## config.mk

```make
export PLATFORM = sky130hd
export DESIGN_NAME = mem_wb
export DESIGN_NICKNAME = d
export VERILOG_FILES = /design/src/rtl/mem_wb.sv
export SDC_FILE = /design/constraint.sdc
export NUM_CORES = 1
export LEC_CHECK = 0
export BUFFER_PORTS_ARGS = -buffer_cell sky130_fd_sc_hd__buf_2
export CAP_MARGIN = 20
export CELL_PAD_IN_SITES_DETAIL_PLACEMENT = 0
export CELL_PAD_IN_SITES_GLOBAL_PLACEMENT = 2
export CORE_MARGIN = 1
export CORE_UTILIZATION = 26
export CTS_CLUSTER_SIZE = 28
export DETAILED_ROUTE_END_ITERATION = 7
export MAX_ROUTING_LAYER = met4
export PLACE_DENSITY = 0.82
export SYNTH_ARGS = -nofsm -noshare
export SYNTH_HDL_FRONTEND = slang
export SYNTH_SLANG_ARGS = --single-unit
```

## constraint.sdc

```tcl
create_clock -name clk -period 1.47 [get_ports clk]
set_input_delay 0.147 -clock clk [delete_from_list [all_inputs] [get_ports clk]]
set_output_delay 0.147 -clock clk [all_outputs]
set_load 0.02 [all_outputs]
```

## src/rtl/mem_wb.sv

```systemverilog
// MEM/WB pipeline register and writeback driver.
// Captures MEM-stage results and presents them as registered write ports
// for the GPR file, HI/LO, LLbit and CP0. Applies flush, the MEM/WB stall
// pair, $0 write suppression and bubble enable gating, and counts retired
// instructions.
module mem_wb #(
    parameter int DATA_W = 32,
    parameter int ADDR_W = 5
) (
    input  logic              clk,
    input  logic              rst,
    input  logic [5:0]        stall,
    input  logic              flush,
    input  logic              mem_valid,
    input  logic              mem_wreg,
    input  logic [ADDR_W-1:0] mem_wd,
    input  logic [DATA_W-1:0] mem_wdata,
    input  logic              mem_whilo,
    input  logic [DATA_W-1:0] mem_hi,
    input  logic [DATA_W-1:0] mem_lo,
    input  logic              mem_llbit_we,
    input  logic              mem_llbit_value,
    input  logic              mem_cp0_we,
    input  logic [ADDR_W-1:0] mem_cp0_addr,
    input  logic [DATA_W-1:0] mem_cp0_data,
    output logic              we,
    output logic [ADDR_W-1:0] waddr,
    output logic [DATA_W-1:0] wdata,
    output logic              wb_whilo,
    output logic [DATA_W-1:0] wb_hi,
    output logic [DATA_W-1:0] wb_lo,
    output logic              wb_llbit_we,
    output logic              wb_llbit_value,
    output logic              wb_cp0_we,
    output logic [ADDR_W-1:0] wb_cp0_addr,
    output logic [DATA_W-1:0] wb_cp0_data,
    output logic              wb_valid,
    output logic [31:0]       retire_cnt
);

    logic              we_q, we_d;
    logic [ADDR_W-1:0] waddr_q, waddr_d;
    logic [DATA_W-1:0] wdata_q, wdata_d;
    logic              whilo_q, whilo_d;
    logic [DATA_W-1:0] hi_q, hi_d;
    logic [DATA_W-1:0] lo_q, lo_d;
    logic              llwe_q, llwe_d;
    logic              llval_q, llval_d;
    logic              cp0we_q, cp0we_d;
    logic [ADDR_W-1:0] cp0addr_q, cp0addr_d;
    logic [DATA_W-1:0] cp0data_q, cp0data_d;
    logic              valid_q, valid_d;
    logic [31:0]       cnt_q, cnt_d;

    logic bubble_s;
    logic capture_s;

    // Decode the edge action: flush and MEM-stall-without-WB-stall insert a
    // bubble; an unstalled MEM captures (stall[5] alone is ignored).
    always_comb begin
        bubble_s  = flush | (stall[4] & ~stall[5]);
        capture_s = ~flush & ~stall[4];
    end

    // Next-state for the WB registers: bubble, hold or capture.
    always_comb begin
        we_d      = we_q;
        waddr_d   = waddr_q;
        wdata_d   = wdata_q;
        whilo_d   = whilo_q;
        hi_d      = hi_q;
        lo_d      = lo_q;
        llwe_d    = llwe_q;
        llval_d   = llval_q;
        cp0we_d   = cp0we_q;
        cp0addr_d = cp0addr_q;
        cp0data_d = cp0data_q;
        valid_d   = valid_q;
        if (bubble_s) begin
            we_d      = 1'b0;
            waddr_d   = {ADDR_W{1'b0}};
            wdata_d   = {DATA_W{1'b0}};
            whilo_d   = 1'b0;
            hi_d      = {DATA_W{1'b0}};
            lo_d      = {DATA_W{1'b0}};
            llwe_d    = 1'b0;
            llval_d   = 1'b0;
            cp0we_d   = 1'b0;
            cp0addr_d = {ADDR_W{1'b0}};
            cp0data_d = {DATA_W{1'b0}};
            valid_d   = 1'b0;
        end else if (capture_s) begin
            // Writes to $0 are dropped; a bubble in MEM never writes.
            we_d      = mem_valid & mem_wreg & (mem_wd != {ADDR_W{1'b0}});
            waddr_d   = mem_wd;
            wdata_d   = mem_wdata;
            whilo_d   = mem_valid & mem_whilo;
            hi_d      = mem_hi;
            lo_d      = mem_lo;
            llwe_d    = mem_valid & mem_llbit_we;
            llval_d   = mem_llbit_value;
            cp0we_d   = mem_valid & mem_cp0_we;
            cp0addr_d = mem_cp0_addr;
            cp0data_d = mem_cp0_data;
            valid_d   = mem_valid;
        end else begin
            // Both MEM and WB stalled: hold everything (defaults above).
            valid_d   = valid_q;
        end
    end

    // Retired-instruction counter: bumps on each capture of a real
    // instruction, wraps naturally, untouched by flush or bubbles.
    always_comb begin
        if (capture_s && mem_valid) begin
            cnt_d = cnt_q + 32'd1;
        end else begin
            cnt_d = cnt_q;
        end
    end

    // WB state registers with asynchronous active-low reset.
    always_ff @(posedge clk or negedge rst) begin
        if (!rst) begin
            we_q      <= 1'b0;
            waddr_q   <= {ADDR_W{1'b0}};
            wdata_q   <= {DATA_W{1'b0}};
            whilo_q   <= 1'b0;
            hi_q      <= {DATA_W{1'b0}};
            lo_q      <= {DATA_W{1'b0}};
            llwe_q    <= 1'b0;
            llval_q   <= 1'b0;
            cp0we_q   <= 1'b0;
            cp0addr_q <= {ADDR_W{1'b0}};
            cp0data_q <= {DATA_W{1'b0}};
            valid_q   <= 1'b0;
        end else begin
            we_q      <= we_d;
            waddr_q   <= waddr_d;
            wdata_q   <= wdata_d;
            whilo_q   <= whilo_d;
            hi_q      <= hi_d;
            lo_q      <= lo_d;
            llwe_q    <= llwe_d;
            llval_q   <= llval_d;
            cp0we_q   <= cp0we_d;
            cp0addr_q <= cp0addr_d;
            cp0data_q <= cp0data_d;
            valid_q   <= valid_d;
        end
    end

    // Retire counter register, cleared only by reset.
    always_ff @(posedge clk or negedge rst) begin
        if (!rst) begin
            cnt_q <= 32'd0;
        end else begin
            cnt_q <= cnt_d;
        end
    end

    // Outputs come straight from the registers.
    always_comb begin
        we             = we_q;
        waddr          = waddr_q;
        wdata          = wdata_q;
        wb_whilo       = whilo_q;
        wb_hi          = hi_q;
        wb_lo          = lo_q;
        wb_llbit_we    = llwe_q;
        wb_llbit_value = llval_q;
        wb_cp0_we      = cp0we_q;
        wb_cp0_addr    = cp0addr_q;
        wb_cp0_data    = cp0data_q;
        wb_valid       = valid_q;
        retire_cnt     = cnt_q;
    end

endmodule

```

* Yosys cells after proc, flatten, opt, wreduce, memory -nomap -nowiden *
Cells that the tools add are included.

cells by class
  $add $sub $neg = 1
  multipliers = 0
  divide/modulo/power cells = 0
  $lt $le $gt $ge = 0
  eq/ne operators = 0
  shift-type cells = 0
  multiplexer cells = 24
  bitwise operators = 11
  reduce and logical (&&, ||, !) cells = 3

operators by type and width
  operator                                        number
  2-to-1 mux 32 bit                               8
  adder 32 x 1 -> 32 bit (second input constant)  1
  2-to-1 mux 5 bit                                4
  2-to-1 mux 1 bit                                12
  bitwise AND 1 bit                               7
  nonzero test 5 bit                              1
  NOT 1 bit                                       3
  nonzero test 2 bit                              1
  logical AND 1 bit                               1
  bitwise OR 1 bit                                1

storage, ports and cells
  register bits = 176
  bits in latches = 0
  memory bits (writable) = 0
  ROM bits = 0
  input bits = 153
  word-level logic and storage cells = 52
  memories = 0

* Longest topological paths before layout *
  depth in word-level cells = 4
  mapped depth = 6

* Worst setup path after synthesis *
Ideal clock, no wire load.

  path kind = reg2reg
  start = reg cnt_q[8], in the netlist retire_cnt[8]
  end = reg cnt_q[29], in the netlist retire_cnt[29]
  library setup time = 0.129 ns
  arrival time = 1.532 ns
  required time = 1.341 ns
  slack = -0.191 ns
  cell stages (with the launch flop) = 6
  buffers on the path = 1
  path through = dfrtp_1 > nand4_2 > nor4_4 > buf_6 > nand4_1 > xnor2_1

between the ends
  cells in the longest elaborated chain, start to end = 1

ends and longest elaborated chain
  element                 RTL line  RTL
  start, declared         53        logic [31:0] cnt_q, cnt_d;
  start signal, assigned  158       cnt_q <= cnt_d;
  adder 32 x 1 -> 32 bit  116       cnt_d = cnt_q + 32'd1;

No other way between the ends.
A chain may end at the register's enable or synchronous reset.

* Worst setup path in the final report *
  start = reg cnt_q[8], in the netlist retire_cnt[8]
  end = reg cnt_q[31], in the netlist retire_cnt[31]

Same word-level chain as after synthesis.

==> qor.txt <==
Status: completed
Finished layout cell area: 0.01108 mm^2
Leak: 5.862 nW
Die Ht: 160.7 um
WL final: 20,900 um
Final period util: 0.9596
Diodes inserted: 0
Via count: 5,864
Final hold violation count: 0
# port buffers: 324
CP peak stage delay: 0.39 ns
Critical Path Sink Type: register
Starting DRT DRC Count: 251
Worst-path clk slew: 0.07 ns
Share of layout cells above drive strength 1: 0.4399
Core ar.: 0.02453 mm^2
Cells after synthesis: 457
Total grt overflow: 0
Post-DP Area: 0.008999 mm^2
GPL Wtd Cong: 0.7635
Antenna violations before repair: 0
Max-cap violations: 0
# IOs: 329
H-tree Lvls: 4
Flip-flop and latch count after synthesis: 176
Setup violations, final: 0
Syn nets: 611
Max Fclk: 0.7089 GHz
All-Layer GR Usage: 0.1652
Slew HR: 0.6837
Post-route DRC: 0
Worst Path Arrival: 1.76 ns
Total Power: 11.48 mW
Most common library cell in the layout ignoring fill and taps: buf_2
First-pass GRT wire length: 32,510 um
Vias per std cell: 4.521
CP top delay family: simple AND/OR/NAND/NOR gates
Reg2reg start: retire_cnt[8]
Crit Path Max Fanout: 9
Most frequent cells in the layout: buf_2, dfrtp_1, dlygate4sd3_1, a22o_1, buf_4
Final WS setup: 0.05933 ns
Post-synthesis cell type count: 27
Yosys warns: 0
Num rows: 57
WL/cell: 16.11 um
Place WS: 0.03911 ns
Clock Sinks: 176
Hold Path Class: in2async
Post-route ant nets: 0
Clock root cell: clkbuf_16
Avg Inst Size Synth: 14.33 um^2
CP required: 1.82 ns
Sequential area share after synthesis: 0.6725
Chip width: 160.7 um
WP buf/inv: 2
Layout area overhead: 69.22%
CTS buffer count: 17
Worst-case reg-to-reg path depth: 6
CP Cell Sequence: nand4_4, nor4_4, buf_4, buf_12, and4_1, xor2_1
Min cycle time layout: 1.411 ns
FF-to-FF setup slack: 0.06 ns
Nets: 1,114
Skew-Pair Late Insertion Delay: 0.42 ns
Post-Syn Area: 0.006549 mm^2
Detailed Routing Iterations Pass 1: 4
P per Cell Area: 1036 mW/mm^2
Peak VDD IR: 0.5796 mV
FF-to-FF End: retire_cnt[31]
Total die area: 0.02583 mm^2
Startpoint types: register
Number of global-route vias before repair: 6,144
Placed insts: 1,118
Final HPWL DP: 13,540 um
TritonCTS clock tree: yes
Non-filler instance count after layout: 1,297
Worst Path Class, Setup: reg2reg
Critical path's slowest cell: dfrtp_2
Least-Margin Pin Slew: 0.4745 ns
Max-slew violations: 0
Clk buf depth: 2
Starting density of the core: 0.2669
Clock skew: 0.007950 ns
Largest net degree at the start of global routing: 44
-- worst max path at each step --
stage,start,end,depth (start not counted)
after floorplan,retire_cnt[4],retire_cnt[29],5
after global placement,retire_cnt[3],retire_cnt[31],5
after detailed placement,retire_cnt[4],retire_cnt[31],5
after CTS,retire_cnt[3],retire_cnt[31],5
after global routing,retire_cnt[20],retire_cnt[30],5
final,retire_cnt[8],retire_cnt[31],6
-- where the power goes --
group          total [mW]  switching, mW  internal, mW
Combinational        1.74          0.896         0.849
Clock                4.47           2.18          2.29
Sequential           5.26          0.177          5.09
-- logic make-up (layout without fill, tap and decap cells) --
family                   count (synthesis)  in the layout  synth area share
XOR/XNOR                                31             31           0.04146
adder cells (fa/ha/maj)                  1              1          0.001910
flip-flops                             176            176            0.6725
multiplexers                             1              1          0.001719
buffers and inverters                   39            555           0.02789
AO/OA/AOI/OAI                          144            144            0.1926
AND/OR/NAND/NOR                         65             65           0.06190
-- metrics by stage --
stage | hold slack (ns) | util | TNS (ns)
2_1_floorplan | -0.1486 | - | -0.1341
3_3_place_gp | 0.1251 | 0.3668 | 0
3_5_place_dp | 0.1230 | 0.3668 | 0
4_1_cts | 0.2369 | 0.4494 | 0
5_1_grt | 0.2561 | 0.4517 | -0.07063
6_report | 0.2391 | 0.4517 | 0
-- Yosys cell counts --
library cell  count  area (um^2)
nor3b_4           1        18.77
and4_1            4        35.03
nor3_1            4        20.02
and2_1            3        18.77
and3_2            1        7.510
nand4_2           2        25.02
nand2_1           9        33.78
nor2_1            5        18.77
a32o_1            1        10.01
nor4_1            2        12.51
buf_2             8        40.04
clkbuf_1         23        86.33
and3_1            6        37.54
a21o_1            1        7.510
a22o_1          142         1244
xor2_1            3        26.28
buf_6             3        33.78
ha_1              1        12.51
mux2_2            1        11.26
buf_1             1        3.750
inv_1             3        11.26
nand3_1          10        50.05
xnor2_1          28        245.2
nand4_1          17        106.4
buf_4             1        7.510
dfrtp_1         176         4404
nor4_4            1        21.27
-- metal layers --
metal,share of wire,wire [um],vias to the layer above,track usage
met5,0,0,-,-
met4,0.020,416,0,0.05317
met3,0.053,1098,26,0.03202
met2,0.50,10530,240,0.2834
met1,0.42,8851,2855,0.1944
li1,-,-,2743,-
-- sequential cells by signal, indices dropped and copies added, names as in the netlist, 5 cells and up --
signal,count
retire_cnt,32
waddr,5
wb_cp0_addr,5
wb_cp0_data,32
wb_hi,32
wb_lo,32
wdata,32
-- worst register-to-register path, delay by kind of cell, from the launching register on --
family,cells,cell delay (ns)
XOR/XNOR,1,0.14
flip-flops,1,0.39
buffers and inverters,2,0.30
AND/OR/NAND/NOR,3,0.52
-- cell type report --
type,count,area (um^2)
Sequential cell,176,4417
Timing Repair Buffer,520,3665
Fill cell,2235,13450
Tap cell,324,405.4
Clock buffer,17,425.4
Clock inverter,15,160.2
Inverter,3,11.26
Multi-Input combinational cell,242,1998
-- repair_timing --
action / CTS / global route
gates resized for setup: 0 / 3
buffers inserted: 0 / 2
hold buffers: 144 / 0
setup endpoints to repair: 0 / 7
hold endpoints to repair: 176 / 0
No activity file was read; power rests on OpenSTA's default activity.
